<file path="src/rtl/ram_fifo_pkg.sv">
// Shared definitions for the RAM-backed streaming FIFO controller:
// RAM operation encoding and the capacity helper.
package ram_fifo_pkg;

    localparam logic [1:0] OP_NONE  = 2'd0;
    localparam logic [1:0] OP_WRITE = 2'd1;
    localparam logic [1:0] OP_FETCH = 2'd2;

    // The output register holds one entry beyond the RAM depth.
    function automatic int unsigned fifo_capacity(input int unsigned a);
        return (32'd1 << a) + 32'd1;
    endfunction

endpackage

</file>
<file path="src/rtl/ram_fifo_out_stage.sv">
// One-entry output register of the RAM FIFO: loads from the RAM (or the
// bypass path), is consumed by the downstream stream handshake.
module ram_fifo_out_stage #(
    parameter int D = 8
) (
    input  logic         clk,
    input  logic         rst,
    input  logic         clr,
    input  logic         load,
    input  logic [D-1:0] load_data,
    input  logic         pop,
    output logic [D-1:0] out_data,
    output logic         out_valid,
    output logic         valid_nxt
);

    // A load in the same cycle as a pop keeps the register full.
    always_comb begin
        valid_nxt = out_valid;
        if (rst || clr)
            valid_nxt = 1'b0;
        else if (load)
            valid_nxt = 1'b1;
        else if (pop)
            valid_nxt = 1'b0;
    end

    // NOTE: sequential state uses non-blocking assignments so every register samples pre-edge values.
    always_ff @(posedge clk) begin
        if (rst) begin
            out_valid <= 1'b0;
            out_data  <= '0;
        end else begin
            out_valid <= valid_nxt;
            if (load)
                out_data <= load_data;
        end
    end

endmodule

</file>
<file path="src/rtl/ram_fifo_ctrl.sv">
// Valid/ready FIFO controller driving an external single-port RAM
// (async read, sync write). Optional same-cycle bypass: RAM_FIFO_BYPASS_EN.
module ram_fifo_ctrl
    import ram_fifo_pkg::*;
#(
    parameter int A = 8,
    parameter int D = 8
) (
    input  logic         clk,
    input  logic         rst,
    input  logic         flush,
    input  logic [D-1:0] in_data,
    input  logic         in_valid,
    output logic         in_ready,
    output logic [D-1:0] out_data,
    output logic         out_valid,
    input  logic         out_ready,
    output logic [A:0]   level,
    output logic [A-1:0] ram_address,
    output logic [D-1:0] ram_dbusi,
    input  logic [D-1:0] ram_dbuso,
    output logic         ram_ce,
    output logic         ram_we
);

    localparam logic [A:0] DEPTH = (A+1)'(fifo_capacity(A) - 1);

    logic [A-1:0] wr_ptr, rd_ptr, addr_q;
    logic [A:0]   ram_count, ram_count_nxt;
    logic [D-1:0] dbusi_q;
    logic [1:0]   op;
    logic         fetch, push, bypass, load, ov_nxt;

    // NOTE: every always_comb output gets a default first so no latch is inferred.
    always_comb begin
        fetch    = !rst && !flush && (ram_count != '0) && (!out_valid || out_ready);
        in_ready = !rst && !flush && (ram_count < DEPTH) && !fetch;
        push     = in_valid && in_ready;
`ifdef RAM_FIFO_BYPASS_EN
        bypass   = push && (ram_count == '0) && (!out_valid || out_ready);
`else
        bypass   = 1'b0;
`endif
        op = OP_NONE;
        if (fetch)
            op = OP_FETCH;
        else if (push && !bypass)
            op = OP_WRITE;

        ram_ce      = (op != OP_NONE);
        ram_we      = (op == OP_WRITE);
        ram_address = addr_q;
        ram_dbusi   = dbusi_q;
        case (op)
            OP_FETCH: ram_address = rd_ptr;
            OP_WRITE: begin
                ram_address = wr_ptr;
                ram_dbusi   = in_data;
            end
            default: ;
        endcase

        load          = fetch || bypass;
        ram_count_nxt = ram_count;
        if (rst || flush)
            ram_count_nxt = '0;
        else if (op == OP_FETCH)
            ram_count_nxt = ram_count - (A+1)'(1);
        else if (op == OP_WRITE)
            ram_count_nxt = ram_count + (A+1)'(1);
    end

    always_ff @(posedge clk) begin
        if (rst) begin
            wr_ptr    <= '0;
            rd_ptr    <= '0;
            ram_count <= '0;
            level     <= '0;
            addr_q    <= '0;
            dbusi_q   <= '0;
        end else begin
            addr_q    <= ram_address;
            dbusi_q   <= ram_dbusi;
            ram_count <= ram_count_nxt;
            level     <= ram_count_nxt + (A+1)'(ov_nxt);
            if (flush) begin
                wr_ptr <= '0;
                rd_ptr <= '0;
            end else begin
                if (op == OP_FETCH)
                    rd_ptr <= rd_ptr + A'(1);
                if (op == OP_WRITE)
                    wr_ptr <= wr_ptr + A'(1);
            end
        end
    end

    ram_fifo_out_stage #(.D(D)) u_out_stage (
        .clk       (clk),
        .rst       (rst),
        .clr       (flush),
        .load      (load),
        .load_data (bypass ? in_data : ram_dbuso),
        .pop       (out_ready),
        .out_data  (out_data),
        .out_valid (out_valid),
        .valid_nxt (ov_nxt)
    );

endmodule

</file>
<file path="config.mk">
export PLATFORM = sky130hd
export DESIGN_NAME = ram_fifo_ctrl
export DESIGN_NICKNAME = d
export VERILOG_FILES = /design/src/rtl/ram_fifo_pkg.sv /design/src/rtl/ram_fifo_out_stage.sv /design/src/rtl/ram_fifo_ctrl.sv
export SDC_FILE = /design/constraint.sdc
export NUM_CORES = 1
export LEC_CHECK = 0
export CAP_MARGIN = 20
export CORE_ASPECT_RATIO = 0.8
export CORE_MARGIN = 2
export CORE_UTILIZATION = 42
export CTS_CLUSTER_SIZE = 40
export DETAILED_ROUTE_END_ITERATION = 6
export DONT_BUFFER_PORTS = 1
export HOLD_SLACK_MARGIN = 0.15
export PLACE_DENSITY = 0.66
export REMOVE_ABC_BUFFERS = 1
export SLEW_MARGIN = 25
export SYNTH_ARGS = -nofsm -noshare
export SYNTH_HDL_FRONTEND = slang
export SYNTH_SLANG_ARGS = --single-unit
</file>
<file path="constraint.sdc">
create_clock -name clk -period 5.5 [get_ports clk]
set_input_delay 1.65 -clock clk [delete_from_list [all_inputs] [get_ports clk]]
set_output_delay 1.65 -clock clk [all_outputs]
set_load 0.01 [all_outputs]
</file>
; Word-level counts from Yosys, hierarchy flattened
; Cells that the tools add are included.
[word_totals]
regBits = 59
in_bits = 21
output_inout_bits = 37
elab_cells = 41
[op_classes]
n_addsub = 5
magnitude_cmp = 1
eq_ne = 2
muxes = 10
n_reduce_logical = 15
[ops]
columns = op, count
row1 = 2-to-1 mux 9 bit, 3
row2 = "adder 8 x 1 -> 8 bit, second input constant", 2
row3 = one-hot mux 8 bit (2 select lines), 1
row4 = adder 9 x 1 -> 9 bit, 1
row5 = "adder 9 x 1 -> 9 bit, second input constant", 1
row6 = "< comparator 9 bit, second input constant", 1
row7 = nonzero test 9 bit, 1
row8 = "subtractor 9 x 1 -> 9 bit, second input constant", 1
row9 = 2-to-1 mux 8 bit, 1
row10 = logical AND 1 bit, 6
row11 = zero test 1 bit, 4
row12 = 2-to-1 mux 1 bit, 4
row13 = "== test 2 x 1 -> 1 bit, second input constant", 1
row14 = "== test 2 bit, second input constant", 1
row15 = logical OR 1 bit, 2
row16 = 2-to-1 mux 2 bit, 1
row17 = nonzero test 2 bit, 1
row18 = OR reduction 2 bit, 1

; Logic depth before layout (Yosys ltp)
[depth]
ltp_word = 14
ltp_mapped = 13
depth_no_buf = 13

; Cells and area by module
; Synthesis repeated with hierarchy kept, for this count alone.
[hier_totals]
cells_unflattened = 297
hier_area_um2 = 2661.3
[by_module_without_submodules]
columns = mod, n_inst, cells_per_inst, area_each_um2, seq_area_each_um2
row1 = ram_fifo_ctrl, 1, 266, 2323.5, 1001.0
row2 = ram_fifo_out_stage, 1, 31, 337.8, 180.2

; Worst setup path after synthesis
; OpenSTA, ideal clock, no wires.
[synth_timing]
path_type = input-to-output
startpoint = input port rst
endpoint = output port ram_dbusi[0]
arrival_time_ns = 2.975
required_time_ns = 3.850
setup_slack_ns = 0.875
cell_stages = 8
n_path_buf = 3
path_cell_list = clkbuf_1 nor2_1 o211ai_2 buf_6 nand2_1 clkbuf_1 nand2_1 nand2_1
[synth_via]
elab_chain_cells = 11
elab_cells_between_ends = 12
cone_classes = eq/ne: 1 / mux: 3 / reduce/logical: 8
[synth_rtl]
columns = element, line_no
row1 = from (decl), ram_fifo_ctrl.sv:10  ; input logic rst,
row2 = zero test 1 bit (*), "ram_fifo_ctrl.sv:36, ram_fifo_ctrl.sv:37"
row3 = logical AND 1 bit (*), "ram_fifo_ctrl.sv:36, ram_fifo_ctrl.sv:37"
row4 = logical AND 1 bit (2 in a row), ram_fifo_ctrl.sv:36  ; fetch = !rst && !flush && (ram_count != '0) && (!out_valid || out_ready);
row5 = zero test 1 bit, ram_fifo_ctrl.sv:37  ; in_ready = !rst && !flush && (ram_count < DEPTH) && !fetch;
row6 = logical AND 1 bit, ram_fifo_ctrl.sv:37
row7 = logical AND 1 bit, ram_fifo_ctrl.sv:38  ; push = in_valid && in_ready;
row8 = 2-to-1 mux 1 bit, ram_fifo_ctrl.sv:47  ; else if (push && !bypass)
row9 = 2-to-1 mux 2 bit (*), ram_fifo_ctrl.sv:45  ; if (fetch)
row10 = == test 2 x 1 -> 1 bit (*), ram_fifo_ctrl.sv:54  ; case (op)
row11 = 2-to-1 mux 8 bit (*), ram_fifo_ctrl.sv:54
row12 = to (decl), ram_fifo_ctrl.sv:20  ; output logic [D-1:0] ram_dbusi,
; Mark *: on every way between the ends. The rest lies on a longest branch, timed or not.

; Final worst setup path
[layout_timing]
startpoint = input port flush
endpoint = output port ram_dbusi[7]
[layout_via]
elab_chain_cells = 11
elab_cells_between_ends = 12
cone_classes = eq/ne: 1 / mux: 3 / reduce/logical: 8
[layout_rtl]
columns = element, line_no
row1 = from (decl), ram_fifo_ctrl.sv:11  ; input logic flush,
row2 = zero test 1 bit (*), "ram_fifo_ctrl.sv:36, ram_fifo_ctrl.sv:37"
row3 = logical AND 1 bit (*), "ram_fifo_ctrl.sv:36, ram_fifo_ctrl.sv:37"
row4 = logical AND 1 bit (2 in a row), ram_fifo_ctrl.sv:36
row5 = zero test 1 bit, ram_fifo_ctrl.sv:37
row6 = logical AND 1 bit, ram_fifo_ctrl.sv:37
row7 = logical AND 1 bit, ram_fifo_ctrl.sv:38
row8 = 2-to-1 mux 1 bit, ram_fifo_ctrl.sv:47
row9 = 2-to-1 mux 2 bit (*), ram_fifo_ctrl.sv:45
row10 = == test 2 x 1 -> 1 bit (*), --
row11 = named net ram_we, ram_fifo_ctrl.sv:23  ; output logic ram_we
row12 = 2-to-1 mux 8 bit (*), ram_fifo_ctrl.sv:54
; The timed path passes the listed nets; every way through them passes the cells marked *.

==> metrics.txt <==
# TYPE chip_impl_metric gauge
chip_impl_info{name="status",value="finished clean"} 1
chip_impl_info{name="clk_root_buffer_cell",value="clkbuf_8"} 1
chip_impl_info{name="crit_family",value="simple AND/OR/NAND/NOR gates"} 1
chip_impl_metric{name="drive_gt1_frac",unit=""} 0.09877
chip_impl_info{name="whs_endpoint",value="u_out_stage.out_data[7]"} 1
chip_impl_metric{name="cp.buffers_inverters",unit=""} 2
chip_impl_metric{name="worst_stage_delay_on_the_critical_path",unit="ns"} 0.44
chip_impl_info{name="post_synth_main_area_contributors",value="dfxtp_1 (44%), nand2_1 (9.2%), xor2_1 (5.2%)"} 1
chip_impl_metric{name="finalPower",unit="mW"} 1.468
chip_impl_info{name="layout.cells.most_common",value="nand2_1"} 1
chip_impl_info{name="clock_tree_from_tritoncts",value="yes"} 1
chip_impl_info{name="worst_setup_path_end_kind",value="output pin"} 1
chip_impl_metric{name="sw_power",unit="mW"} 0.5083
chip_impl_metric{name="arrival_time_worst_endpoint",unit="ns"} 3.08
chip_impl_info{name="crit_path_cell_trace",value="nor4b_2, buf_4, nand2_1, inv_1, nand2_1, nand2_1"} 1
chip_impl_metric{name="areaGrowthSynthToFinish",unit="%"} 11.18
chip_impl_metric{name="antenna_cells",unit=""} 0
chip_impl_metric{name="setup_violations",unit=""} 0
chip_impl_metric{name="cts-root-to-sink-buffers",unit=""} 2
chip_impl_metric{name="syn-mean-instance-area",unit="um2"} 8.448
chip_impl_metric{name="h-tree-depth",unit=""} 3
chip_impl_metric{name="cap_viol_max_count",unit=""} 0
chip_impl_metric{name="design.core.area",unit="um2"} 6279
chip_impl_metric{name="place_inst",unit=""} 392
chip_impl_metric{name="detail_route.wl_per_cell",unit="um"} 13.62
chip_impl_metric{name="postCtsHoldBufs",unit=""} 0
chip_impl_metric{name="crit_path_max_fanout",unit=""} 14
chip_impl_metric{name="firstDrtPassIters",unit=""} 4
chip_impl_metric{name="cts_sinks",unit=""} 59
chip_impl_info{name="worst_hold_path_type",value="reg2reg"} 1
chip_impl_metric{name="antenna_found_initial",unit=""} 0
chip_impl_metric{name="synth.ff_latch_count",unit=""} 59
chip_impl_info{name="setup_repair_after_global_routing_missed_its_margin",value="false"} 1
chip_impl_metric{name="critPathRequiredTime",unit="ns"} 3.85
chip_impl_metric{name="clk_pin_slew",unit="ns"} 0.06
chip_impl_info{name="critical_path.slowest_cell",value="inv_1"} 1
chip_impl_metric{name="p_per_area",unit="nW/um2"} 491.4
chip_impl_metric{name="post_synth_num_cell_types",unit=""} 42
chip_impl_metric{name="worstSkewPairLatency",unit="ns"} 0.35
chip_impl_metric{name="irDropWorstVdd",unit="V"} 0.0001804
chip_impl_metric{name="first_drt_iteration_drcs",unit=""} 116
chip_impl_metric{name="yosysSeqAreaShare",unit=""} 0.4397
chip_impl_metric{name="holdWs",unit="ns"} 0.4978
chip_impl_metric{name="power_leakage",unit="nW"} 1.184
chip_impl_metric{name="io_pins",unit=""} 58
chip_impl_info{name="r2r-start",value="ram_count[0]"} 1
chip_impl_metric{name="dpl.hpwl",unit="um"} 3916
chip_impl_metric{name="portBuffers",unit=""} 0
chip_impl_metric{name="grt_overflow_total",unit=""} 0
chip_impl_info{name="synth_flop_cell",value="dfxtp_1"} 1
chip_impl_info{name="start_kind",value="input port"} 1
chip_impl_metric{name="route.detailed.vias_per_inst",unit=""} 5.132
chip_impl_metric{name="post_cts.repair.setup_buffers",unit=""} 0
chip_impl_metric{name="drt_drc_violations_left",unit=""} 0
chip_impl_metric{name="maxSlewHeadroom",unit=""} 0.4056
chip_impl_metric{name="yosys_warnings",unit=""} 0
chip_impl_metric{name="worst-r2r-setup-slack",unit="ns"} 1.97
chip_impl_metric{name="shortest_clock_period_the_worst_path_allows_after_layout",unit="ns"} 4.725
chip_impl_metric{name="max_freq",unit="GHz"} 0.2116
chip_impl_metric{name="row_count",unit=""} 26
chip_impl_metric{name="start_util",unit=""} 0.4279
chip_impl_metric{name="grt_first_pass_wirelength",unit="um"} 9108
chip_impl_metric{name="die_x",unit="um"} 93.42
chip_impl_metric{name="grt_max_degree",unit=""} 32
chip_impl_metric{name="power.switching_fraction",unit=""} 0.3464
chip_impl_metric{name="finalWeightedCongestion",unit=""} 0.8278
chip_impl_metric{name="synth.top_cell.area_share",unit=""} 0.4397
chip_impl_info{name="worst-setup-path-type",value="in2out"} 1
chip_impl_metric{name="final_hold_viol_count",unit=""} 0
chip_impl_metric{name="die_height",unit="um"} 75.53
chip_impl_metric{name="p_seq_frac",unit=""} 0.377
chip_impl_metric{name="synth_enable_flop_cells",unit=""} 0
chip_impl_metric{name="vias_in_the_first_global_route",unit=""} 1914
chip_impl_metric{name="worst_clock_skew",unit="ns"} 0.01012
chip_impl_metric{name="grt_use_total",unit=""} 0.1737
chip_impl_metric{name="hold-path-cell-count",unit=""} 2
chip_impl_metric{name="reg2reg_depth",unit=""} 13
chip_impl_metric{name="share_comb_of_total_power",unit=""} 0.319
chip_impl_info{name="post-synth-top-area-cell",value="dfxtp_1"} 1
chip_impl_metric{name="vias",unit=""} 2094
chip_impl_metric{name="post_detailed_route_count_of_antenna_violating_nets",unit=""} 0
chip_impl_info{name="hold_start",value="u_out_stage.out_data[7]"} 1
chip_impl_metric{name="fp.dieArea",unit="um2"} 7056
chip_impl_metric{name="finalMaxSlewViolations",unit=""} 0
chip_impl_metric{name="clock_power_share",unit=""} 0.304
chip_impl_metric{name="synthCells",unit=""} 318
chip_impl_metric{name="layout.cells.non_filler",unit=""} 408
chip_impl_metric{name="fin_crit_sh",unit=""} 0.8591
chip_impl_metric{name="postCtsResizedCells",unit=""} 0
chip_impl_info{name="reg2reg_to",value="level[8]"} 1
chip_impl_info{name="layout_common_cells",value="nand2_1 (66), dfxtp_1 (59), nor2_1 (36)"} 1
chip_impl_metric{name="internal_power",unit="mW"} 0.9592
chip_impl_metric{name="timing_worst_slew_pin_value",unit="ns"} 0.8835
chip_impl_metric{name="routed_wire_length",unit="um"} 5558
chip_impl_metric{name="total_clock_buffers_created_by_cts",unit=""} 9
chip_impl_metric{name="finish.net_count",unit=""} 346
chip_impl_metric{name="final.setup.tns",unit="ns"} 0
chip_impl_metric{name="synthArstFlopShare",unit=""} 0
chip_impl_info{name="critPathMostFrequentCell",value="nand2_1"} 1
chip_impl_metric{name="mappedNetlistArea",unit="um2"} 2686
[flip-flops by register name (all words and copies together), names as in the netlist]
| name | cells |
|---|---|
| u_out_stage.out_valid | 1 |
| wr_ptr | 8 |
| rd_ptr | 8 |
| ram_count | 9 |
| addr_q | 8 |
| level | 9 |
| dbusi_q | 8 |
| u_out_stage.out_data | 8 |
[worst max path at each step]
stage / slack (ns) / start / cells past startpoint / endpoint
finish: 0.77 / flush / 6 / ram_dbusi[7]
global route: 0.61 / flush / 6 / ram_dbusi[4]
CTS: 0.76 / flush / 6 / ram_dbusi[7]
floorplan: 0.53 / flush / 3 / ram_address[2]
global placement: 0.83 / flush / 6 / ram_dbusi[0]
detailed placement: 0.76 / flush / 6 / ram_dbusi[7]
[cells by family (layout without fill, tap and decap cells)]
| kind of cell | count (synthesis) | count (layout) | synth area share |
|---|---|---|---|
| flip-flops | 59 | 59 | 0.4397 |
| adder cells (fa/ha/maj) | 6 | 6 | 0.02795 |
| AO/OA/AOI/OAI | 32 | 32 | 0.07871 |
| multiplexers | 8 | 8 | 0.03074 |
| AND/OR/NAND/NOR | 165 | 165 | 0.2995 |
| buffers and inverters | 21 | 27 | 0.03540 |
| XOR/XNOR | 27 | 27 | 0.08803 |
[stage by stage]
step | setup slack (ns) | area (um2) | util
floorplan | 0.5264 | 2610 | -
global placement | 0.8261 | 2760 | 0.4396
detailed placement | 0.7637 | 2760 | 0.4396
CTS | 0.7605 | 2987 | 0.4757
global route | 0.6102 | 2987 | 0.4757
finish | 0.7749 | 2987 | 0.4757
[layout make-up]
| class | instances | area [um2] |
|---|---|---|
| fillers | 603 | 3292 |
| flip-flops and latches | 59 | 1181 |
| well taps | 84 | 105.1 |
| repair buffers | 6 | 45.04 |
| inverters | 5 | 18.77 |
| clock inverters | 5 | 75.07 |
| clock buffers | 11 | 151.4 |
| multi-input cells | 238 | 1410 |
[worst register-to-register path: stages (launching register included)]
cell and delay [ns]:
dfxtp_1 0.36, inv_1 0.13, ha_1 0.18, nor4b_1 0.61
a21oi_1 0.32, nor2_1 0.21, xnor2_1 0.09, nor2_1 0.12
ha_1 0.20, o2111ai_1 0.18, a21oi_2 0.25, nand4_1 0.22
nor4_2 0.21, mux2_1 0.34
[synthesized netlist by cell type (6+ instances only)]
cell type,number
dfxtp_1,59
nor2_1,36
nor2b_1,21
ha_1,6
nand2_1,66
a21oi_1,11
xnor2_1,11
mux2i_1,6
xor2_1,16
nand4_1,8
clkbuf_1,13
nand3_1,9
a31oi_1,9
[power groups by stage]
stage,clock (mW),combinational (mW),sequential (mW)
after CTS,0.459,0.467,0.553
after detailed placement,0,0.463,0.562
after global placement,0,0.462,0.561
after global routing,0.478,0.523,0.562
final,0.447,0.468,0.553
after floorplan,0,0.366,0.547
[metal layers]
layer,GRT usage,vias to the layer above,share of wire
met1,0.2142,934,0.47
li1,-,1063,-
met3,0.07814,16,0.094
met5,0,-,0
met2,0.2606,81,0.41
met4,0.08660,0,0.026
(Power assumes the default switching activity.)
